### src/rtl/qdrc_bit_deskew_pkg.sv
// Shared types for the QDR per-bit read-capture deskew trainer.
// Holds the state and error codes plus the sample validity rule.
package qdrc_bit_deskew_pkg;

  typedef enum logic [3:0] {
    StIdle   = 4'd0,
    StBitRst = 4'd1,
    StSettle = 4'd2,
    StSample = 4'd3,
    StStep   = 4'd4,
    StCalc   = 4'd5,
    StBack   = 4'd6,
    StVerify = 4'd7,
    StNext   = 4'd8,
    StDone   = 4'd9
  } state_e;

  typedef enum logic [3:0] {
    ErrNone        = 4'd0,
    ErrNoWindow    = 4'd1,
    ErrInvalCentre = 4'd2
  } err_e;

  // A capture is usable only when rise and fall disagree.
  function automatic logic valid(input logic [1:0] s);
    return s[1] ^ s[0];
  endfunction

endpackage

### src/rtl/qdrc_bit_window_tracker.sv
// Tracks the longest run of good, same-pattern taps during one bit sweep.
// Results are registered and valid the cycle after the last strobe.
module qdrc_bit_window_tracker
  import qdrc_bit_deskew_pkg::*;
#(
  parameter int unsigned TAPW = 5
) (
  input  logic            clk,
  input  logic            reset,
  input  logic            clear,
  input  logic            strobe,
  input  logic            good,
  input  logic [1:0]      pattern,
  input  logic [TAPW-1:0] tap,
  output logic [TAPW-1:0] best_start,
  output logic [TAPW:0]   best_len
);

  logic [TAPW-1:0] cur_start_q, cur_start_d;
  logic [TAPW-1:0] best_start_q, best_start_d;
  logic [TAPW:0]   cur_len_q, cur_len_d;
  logic [TAPW:0]   best_len_q, best_len_d;
  logic [1:0]      cur_pat_q, cur_pat_d;

  always_comb begin
    cur_start_d  = cur_start_q;
    cur_len_d    = cur_len_q;
    cur_pat_d    = cur_pat_q;
    best_start_d = best_start_q;
    best_len_d   = best_len_q;
    if (clear) begin
      cur_start_d  = '0;
      cur_len_d    = '0;
      cur_pat_d    = '0;
      best_start_d = '0;
      best_len_d   = '0;
    end else if (strobe) begin
      if (!good) begin
        cur_len_d = '0;
      end else if ((cur_len_q != '0) && (pattern == cur_pat_q)) begin
        cur_len_d = cur_len_q + 1'b1;
      end else begin
        cur_start_d = tap;
        cur_len_d   = (TAPW+1)'(1);
        cur_pat_d   = pattern;
      end
      // Comparing the growing run every strobe closes the last run implicitly;
      // strict compare keeps the lowest start on ties.
      if (cur_len_d > best_len_q) begin
        best_len_d   = cur_len_d;
        best_start_d = cur_start_d;
      end
    end
  end

  always_ff @(posedge clk) begin
    if (reset) begin
      cur_start_q  <= '0;
      cur_len_q    <= '0;
      cur_pat_q    <= '0;
      best_start_q <= '0;
      best_len_q   <= '0;
    end else begin
      cur_start_q  <= cur_start_d;
      cur_len_q    <= cur_len_d;
      cur_pat_q    <= cur_pat_d;
      best_start_q <= best_start_d;
      best_len_q   <= best_len_d;
    end
  end

  assign best_start = best_start_q;
  assign best_len   = best_len_q;

endmodule

### src/rtl/qdrc_phy_bit_deskew.sv
// Per-bit IODELAY read-capture trainer: sweeps each bit, finds the widest
// stable eye, centres the delay in it and reports results via readback.
module qdrc_phy_bit_deskew
  import qdrc_bit_deskew_pkg::*;
#(
  parameter int unsigned DATA_WIDTH    = 36,
  parameter int unsigned NTAPS         = 32,
  parameter int unsigned TAPW          = 5,
  parameter int unsigned SETTLE_CYCLES = 16,
  parameter int unsigned SAMPLE_CYCLES = 16,
  parameter int unsigned MIN_WINDOW    = 4,
  localparam int unsigned BitW         = $clog2(DATA_WIDTH)
) (
  input  logic                  clk,
  input  logic                  reset,
  input  logic                  train_start,
  output logic                  train_done,
  output logic                  train_fail,
  input  logic [DATA_WIDTH-1:0] q_rise,
  input  logic [DATA_WIDTH-1:0] q_fall,
  output logic [DATA_WIDTH-1:0] dly_inc_dec_n,
  output logic [DATA_WIDTH-1:0] dly_en,
  output logic [DATA_WIDTH-1:0] dly_rst,
  output logic [DATA_WIDTH-1:0] aligned,
  output logic [DATA_WIDTH-1:0] bit_fail,
  input  logic [BitW-1:0]       rd_bit_sel,
  output logic [TAPW-1:0]       rd_tap,
  output logic [TAPW:0]         rd_win,
  output logic [3:0]            state_prb,
  output logic [3:0]            error_prb
);

  localparam int unsigned MaxCnt = (SETTLE_CYCLES > SAMPLE_CYCLES) ? SETTLE_CYCLES : SAMPLE_CYCLES;
  localparam int unsigned CntW   = $clog2(MaxCnt + 1);

  state_e                state_q, state_d;
  err_e                  err_q, err_d;
  logic [BitW-1:0]       bit_idx_q, bit_idx_d;
  logic [TAPW-1:0]       tap_q, tap_d;
  logic [TAPW-1:0]       target_q, target_d;
  logic [TAPW:0]         len_q, len_d;
  logic [CntW-1:0]       cnt_q, cnt_d;
  logic [1:0]            first_q, first_d;
  logic                  good_q, good_d;
  logic                  rst_mode_q, rst_mode_d;
  logic                  phase_q, phase_d;
  logic                  inc_q, inc_d;
  logic [DATA_WIDTH-1:0] dly_en_q, dly_en_d;
  logic [DATA_WIDTH-1:0] dly_rst_q, dly_rst_d;
  logic [DATA_WIDTH-1:0] aligned_q, aligned_d;
  logic [DATA_WIDTH-1:0] bit_fail_q, bit_fail_d;
  logic [DATA_WIDTH-1:0] bit_onehot;

  logic [DATA_WIDTH-1:0] rise1_q, fall1_q, rise2_q, fall2_q;
  logic [1:0]            samp_q;

  logic [TAPW-1:0]       tap_mem [DATA_WIDTH];
  logic [TAPW:0]         win_mem [DATA_WIDTH];
  logic                  mem_we, mem_clear;
  logic [TAPW-1:0]       rd_tap_q;
  logic [TAPW:0]         rd_win_q;

  logic                  trk_clear, trk_strobe, trk_good;
  logic [1:0]            trk_pat;
  logic [TAPW-1:0]       best_start;
  logic [TAPW:0]         best_len;

  assign bit_onehot = DATA_WIDTH'(1) << bit_idx_q;

  // Two sync stages on the IDDR outputs, then the bit mux into one more flop.
  always_ff @(posedge clk) begin
    rise1_q <= q_rise;
    fall1_q <= q_fall;
    rise2_q <= rise1_q;
    fall2_q <= fall1_q;
    samp_q  <= {rise2_q[bit_idx_q], fall2_q[bit_idx_q]};
  end

  qdrc_bit_window_tracker #(
    .TAPW (TAPW)
  ) u_tracker (
    .clk        (clk),
    .reset      (reset),
    .clear      (trk_clear),
    .strobe     (trk_strobe),
    .good       (trk_good),
    .pattern    (trk_pat),
    .tap        (tap_q),
    .best_start (best_start),
    .best_len   (best_len)
  );

  always_comb begin
    state_d    = state_q;
    err_d      = err_q;
    bit_idx_d  = bit_idx_q;
    tap_d      = tap_q;
    target_d   = target_q;
    len_d      = len_q;
    cnt_d      = cnt_q;
    first_d    = first_q;
    good_d     = good_q;
    rst_mode_d = rst_mode_q;
    phase_d    = phase_q;
    inc_d      = inc_q;
    dly_en_d   = '0;
    dly_rst_d  = '0;
    aligned_d  = aligned_q;
    bit_fail_d = bit_fail_q;
    trk_clear  = 1'b0;
    trk_strobe = 1'b0;
    trk_good   = 1'b0;
    trk_pat    = first_q;
    mem_we     = 1'b0;
    mem_clear  = 1'b0;

    case (state_q)
      StIdle, StDone: begin
        if (train_start) begin
          aligned_d  = '1;
          bit_fail_d = '0;
          err_d      = ErrNone;
          bit_idx_d  = '0;
          mem_clear  = 1'b1;
          state_d    = StBitRst;
        end
      end
      StBitRst: begin
        dly_rst_d = bit_onehot;
        tap_d     = '0;
        trk_clear = 1'b1;
        cnt_d     = '0;
        state_d   = StSettle;
      end
      StSettle: begin
        if (cnt_q == CntW'(SETTLE_CYCLES - 1)) begin
          cnt_d   = '0;
          state_d = StSample;
        end else begin
          cnt_d = cnt_q + 1'b1;
        end
      end
      StSample: begin
        if (cnt_q == '0) begin
          first_d = samp_q;
          good_d  = valid(samp_q);
        end else begin
          good_d = good_q & valid(samp_q) & (samp_q == first_q);
        end
        cnt_d = cnt_q + 1'b1;
        if (cnt_q == CntW'(SAMPLE_CYCLES - 1)) begin
          trk_strobe = 1'b1;
          trk_good   = good_d;
          trk_pat    = first_d;
          cnt_d      = '0;
          state_d    = (tap_q == TAPW'(NTAPS - 1)) ? StCalc : StStep;
        end
      end
      StStep: begin
        dly_en_d = bit_onehot;
        inc_d    = 1'b1;
        tap_d    = tap_q + 1'b1;
        cnt_d    = '0;
        state_d  = StSettle;
      end
      StCalc: begin
        len_d      = best_len;
        phase_d    = 1'b0;
        rst_mode_d = 1'b0;
        target_d   = best_start + TAPW'((best_len - 1'b1) >> 1);
        if (best_len < (TAPW+1)'(MIN_WINDOW)) begin
          bit_fail_d[bit_idx_q] = 1'b1;
          if (err_q == ErrNone) err_d = ErrNoWindow;
          if (best_len == '0) begin
            target_d   = '0;
            rst_mode_d = 1'b1;
          end
        end
        state_d = StBack;
      end
      StBack: begin
        // Empty sweep: a single reset is cheaper than stepping down 31 taps.
        if (rst_mode_q) begin
          dly_rst_d = bit_onehot;
          tap_d     = '0;
          cnt_d     = '0;
          state_d   = StVerify;
        end else if (tap_q == target_q) begin
          cnt_d   = '0;
          state_d = StVerify;
        end else if (!phase_q) begin
          dly_en_d = bit_onehot;
          inc_d    = 1'b0;
          tap_d    = tap_q - 1'b1;
          phase_d  = 1'b1;
        end else begin
          phase_d = 1'b0;
        end
      end
      StVerify: begin
        if (cnt_q == CntW'(SETTLE_CYCLES)) begin
          aligned_d[bit_idx_q] = samp_q[1];
          if (!valid(samp_q) && !bit_fail_q[bit_idx_q]) begin
            bit_fail_d[bit_idx_q] = 1'b1;
            if (err_q == ErrNone) err_d = ErrInvalCentre;
          end
          mem_we  = 1'b1;
          state_d = StNext;
        end else begin
          cnt_d = cnt_q + 1'b1;
        end
      end
      StNext: begin
        if (bit_idx_q == BitW'(DATA_WIDTH - 1)) begin
          state_d = StDone;
        end else begin
          bit_idx_d = bit_idx_q + 1'b1;
          state_d   = StBitRst;
        end
      end
      default: state_d = StIdle;
    endcase
  end

  always_ff @(posedge clk) begin
    if (reset) begin
      state_q    <= StIdle;
      err_q      <= ErrNone;
      bit_idx_q  <= '0;
      tap_q      <= '0;
      target_q   <= '0;
      len_q      <= '0;
      cnt_q      <= '0;
      first_q    <= '0;
      good_q     <= 1'b0;
      rst_mode_q <= 1'b0;
      phase_q    <= 1'b0;
      inc_q      <= 1'b1;
      dly_en_q   <= '0;
      dly_rst_q  <= '1;
      aligned_q  <= '1;
      bit_fail_q <= '0;
    end else begin
      state_q    <= state_d;
      err_q      <= err_d;
      bit_idx_q  <= bit_idx_d;
      tap_q      <= tap_d;
      target_q   <= target_d;
      len_q      <= len_d;
      cnt_q      <= cnt_d;
      first_q    <= first_d;
      good_q     <= good_d;
      rst_mode_q <= rst_mode_d;
      phase_q    <= phase_d;
      inc_q      <= inc_d;
      dly_en_q   <= dly_en_d;
      dly_rst_q  <= dly_rst_d;
      aligned_q  <= aligned_d;
      bit_fail_q <= bit_fail_d;
    end
  end

  always_ff @(posedge clk) begin
    if (reset || mem_clear) begin
      for (int i = 0; i < DATA_WIDTH; i++) begin
        tap_mem[i] <= '0;
        win_mem[i] <= '0;
      end
    end else if (mem_we) begin
      tap_mem[bit_idx_q] <= tap_q;
      win_mem[bit_idx_q] <= len_q;
    end
  end

  always_ff @(posedge clk) begin
    if (reset) begin
      rd_tap_q <= '0;
      rd_win_q <= '0;
    end else if (32'(rd_bit_sel) < DATA_WIDTH) begin
      rd_tap_q <= tap_mem[rd_bit_sel];
      rd_win_q <= win_mem[rd_bit_sel];
    end else begin
      rd_tap_q <= '0;
      rd_win_q <= '0;
    end
  end

  assign train_done    = (state_q == StDone);
  assign train_fail    = train_done & (|bit_fail_q);
  assign dly_inc_dec_n = {DATA_WIDTH{inc_q}};
  assign dly_en        = dly_en_q;
  assign dly_rst       = dly_rst_q;
  assign aligned       = aligned_q;
  assign bit_fail      = bit_fail_q;
  assign rd_tap        = rd_tap_q;
  assign rd_win        = rd_win_q;
  assign state_prb     = state_q;
  assign error_prb     = err_q;

endmodule

### config.mk
export PLATFORM = sky130hd
export DESIGN_NAME = qdrc_phy_bit_deskew
export DESIGN_NICKNAME = d
export VERILOG_FILES = /design/src/rtl/qdrc_bit_deskew_pkg.sv /design/src/rtl/qdrc_bit_window_tracker.sv /design/src/rtl/qdrc_phy_bit_deskew.sv
export SDC_FILE = /design/constraint.sdc
export NUM_CORES = 1
export LEC_CHECK = 0
export ABC_CLOCK_PERIOD_IN_PS = 6400
export CAP_MARGIN = 20
export CORE_MARGIN = 2
export CORE_UTILIZATION = 55
export DETAILED_ROUTE_END_ITERATION = 10
export MAX_ROUTING_LAYER = met4
export PLACE_DENSITY = 0.84
export SYNTH_ARGS = -nofsm -noshare
export SYNTH_HDL_FRONTEND = slang
export SYNTH_HIERARCHICAL = 1
export SYNTH_SLANG_ARGS = --single-unit
### constraint.sdc
create_clock -name clk -period 6.4 [get_ports clk]
set_input_delay 1.28 -clock clk [delete_from_list [all_inputs] [get_ports clk]]
set_output_delay 1.28 -clock clk [all_outputs]
set_load 0.1 [all_outputs]
==> flow_metrics.tcl <==
set metrics [dict create \
    cts.htree.levels 3 \
    dpl.hpwl_mm 59.27 \
    drt-total-wl_mm 91.20 \
    cts.sinks 760 \
    vias 22376 \
    critical_path.top_delay_family "simple AND/OR/NAND/NOR gates" \
    syn_to_final_growth_pct 18.34 \
    grt_pass1_wl_mm 136.9 \
    synth_seq_area_share 0.6033 \
    fin_skew_ns 0.04932 \
    grt_overflow 0 \
    postRouteAntennaNets 0 \
    tightest_slew_ns 1.114 \
    grt_max_degree 75 \
    pin_count 282 \
    clock_path_buffers 3 \
    cp_slowest_stage_delay_ns 0.71 \
    cp_common_cell "nand2_1" \
    yosys_register_bits 760 \
    yosysWarnings 6 \
    cts_inserted_buffers 75 \
    antenna_found_initial 4 \
    startpoint_type "flop" \
    seqCellArea_um2 19180 \
    fin_nets 2796 \
    slowest_stage "dfxtp_1" \
    criticalPathCategory "reg2reg" \
    start_util 0.5541 \
    rows 88 \
    setup.worst_path.start "state_prb[0]" \
    async_flop_share 0 \
    fill_cells 3824 \
    coreArea_um2 57370 \
    drive_above_1_share 0.1518 \
    grt_pass1_vias 22346 \
    root_buffer "clkbuf_16" \
    drc 0 \
    syn_area_um2 31790 \
    tritoncts "done" \
    peakVddDrop_uv 307.4 \
    fin_crit_ns 5.036 \
    chipWidth_um 244.4 \
    hold_class "reg2reg" \
    ys.flop_type "edfxtp_1" \
    drt-initial-drc-count 3076 \
    crit_chain "nand2_1 -> nor3_1 -> and2_1 -> nand2_1 -> mux2_2 -> xor2_1 -> a211oi_2 -> buf_4 -> nand2_1 -> nor2_1 -> ha_1 -> nand4_1 -> o21a_1 -> o31a_1 -> a311oi_1" \
    setup_slack_ns 1.364 \
    postCtsHoldBufs 0 \
    synth_edf_count 396 \
    cp-end-kind "flop" \
    fmax_ghz 0.1986 \
    synth_cell_types 94 \
    status "finished, final reports clean" \
    grtUsageTotal 0.3126 \
    fin_tns_setup_ns 0 \
    hold_viol_final 0 \
    drt_first_pass_iters 7 \
    r2r-start "state_prb[0]" \
    syn_avg_cell_area_um2 12.81 \
    critPathMaxFanout 19 \
    io_buffers 279 \
    power_per_cell_area_nw_per_um2 348.5 \
    crit_buf_inv 1 \
    clk_latency_ns 0.63 \
    drv_cap 0 \
    via_per_inst 6.362 \
    gp_congestion 0.9620 \
    final_max_slew_viol_count 0 \
    cts_resized 0 \
    slew_headroom 0.2573 \
    rsz0062_at_grt "false" \
    die_h_um 244.4 \
    die_area_um2 59740 \
    final_core_util 0.6558 \
    worst_ep_arrival_time_ns 5.49 \
    post_drt_wl_per_cell_um 25.93 \
    hp-start "fall1_q[21]" \
    setup_violations 0 \
    multi_input_area_um2 11400 \
    cts_setup_buffers 0 \
    dpl_worst_slack_ns 1.489 \
    path_clk_slew_ns 0.07 \
    critPathRequiredTime_ns 6.85 \
    period_share 0.7869 \
    synthCells 2482 \
    p_leak_nw 13.84 \
]
-- flip-flops by register name (all words and copies together) (netlist names), 36 cells and up --
name and flops:
tap_mem 180, aligned 36, win_mem 216, fall2_q 36, bit_fail 36, dly_en 36
fall1_q 36, rise1_q 36, dly_rst 36, rise2_q 36
-- where the power goes --
group | switching [mW] | leakage [nW] | total [mW] | internal (mW)
registers | 0.286 | 7.26 | 6.04 | 5.76
clock network | 1.95 | 1.27 | 4.60 | 2.64
logic | 1.74 | 5.30 | 2.47 | 0.732
total | 3.98 | 13.8 | 13.1 | 9.13
-- kinds of logic after synthesis --
group	share of synthesized area
AOI/OAI and AO/OA	0.08726
xor gates and xnor gates	0.007715
adders and majority gates	0.01165
buffers and inverters	0.03936
DFF	0.6033
muxes	0.1005
other	0.0001180
and+or+nand+nor	0.1501
-- routing by layer --
| layer | track usage | vias up | routed length, um |
|---|---|---|---|
| li1 | - | 9584 | - |
| met1 | 0.3792 | 10976 | 32790 |
| met2 | 0.5013 | 1532 | 44410 |
| met3 | 0.07847 | 284 | 10200 |
| met4 | 0.1304 | 0 | 3801 |
| met5 | - | - | 0 |
-- synth_stat cells, types with 8 or more instances --
master / count / area [um^2]
a211oi_1: 9 / 67.56
a21o_1: 29 / 217.7
a21oi_1: 67 / 335.3
a22oi_1: 25 / 187.7
a31o_2: 12 / 105.1
a32oi_1: 8 / 70.07
and2_1: 265 / 1658
and3_1: 72 / 450.4
buf_1: 14 / 52.55
buf_2: 51 / 255.2
buf_4: 46 / 345.3
buf_6: 8 / 90.09
clkbuf_1: 105 / 394.1
dfxtp_1: 364 / 7287
edfxtp_1: 396 / 11890
ha_1: 28 / 350.3
inv_1: 23 / 86.33
mux2i_1: 21 / 210.2
mux4_2: 129 / 2905
nand2_1: 132 / 495.5
nand3_1: 32 / 160.2
nor2_1: 123 / 461.7
nor2_4: 18 / 202.7
nor2b_1: 12 / 75.07
nor3_1: 91 / 455.4
nor4_1: 40 / 250.2
o21ai_0: 95 / 475.5
o21ai_1: 18 / 90.09
o311ai_0: 34 / 297.8
o31ai_1: 11 / 82.58
or3_1: 20 / 125.1
xnor2_1: 12 / 105.1
xor2_1: 16 / 140.1
-- path summary, 6_finish.rpt --
check,endpoint,slack [ns],depth (start not counted)
min,fall2_q[21],0.31,0
max reg2reg,u_tracker/best_start[1],1.36,15
max,u_tracker/best_start[1],1.36,15
min reg2reg,fall2_q[21],0.31,0
-- cell type report --
cell class                 instances  share of cell area
tap                              765             0.02544
clock inverter                    40             0.01174
clock buffer                      98             0.05714
inverter                          29            0.002894
timing repair buffer             351             0.08947
antenna                            5           0.0003326
multi-input combinational       1469              0.3031
sequential                       760              0.5099
-- metrics by stage --
step / std cells / power, mW / area [um^2] / hold WS (ns)
after floorplan: 2483 / 7.670 / 31790 / 0.3096
after global placement: 3367 / 8.402 / 34930 / 0.3108
after detailed placement: 3369 / 8.504 / 34940 / 0.3121
after CTS: 3507 / 13.03 / 37530 / 0.3176
after global routing: 3516 / 13.44 / 37620 / 0.3244
final: 3517 / 13.11 / 37620 / 0.3118
-- worst reg2reg max path: cells and delay by family (launching register included) --
| kind | cells | cell delay, ns |
|---|---|---|
| and+or+nand+nor | 7 | 1.90 |
| AOI/OAI and AO/OA | 4 | 1.23 |
| DFF | 1 | 0.71 |
| muxes | 1 | 0.34 |
| adders and majority gates | 1 | 0.27 |
| buffers and inverters | 1 | 0.21 |
| xor gates and xnor gates | 1 | 0.20 |
-- placed cells by master, fill, tap and decap left out, drive strengths merged, types with 28 or more instances in the layout --
| cell type | netlist | layout |
|---|---|---|
| clkinv | 2 | 29 |
| o21ai | 115 | 115 |
| mux4 | 129 | 129 |
| clkbuf | 106 | 98 |
| nor3 | 98 | 98 |
| buf | 119 | 76 |
| a21o | 29 | 29 |
| nor4 | 40 | 40 |
| clkdlybuf4s50 | 0 | 275 |
| and2 | 265 | 265 |
| nand3 | 35 | 35 |
| o311ai | 37 | 37 |
| nand2 | 132 | 132 |
| edfxtp | 396 | 396 |
| dfxtp | 364 | 364 |
| ha | 28 | 28 |
| and3 | 72 | 72 |
| inv | 27 | 31 |
| nor2 | 148 | 148 |
| a21oi | 69 | 69 |
No activity file was read; power rests on OpenSTA's default activity.
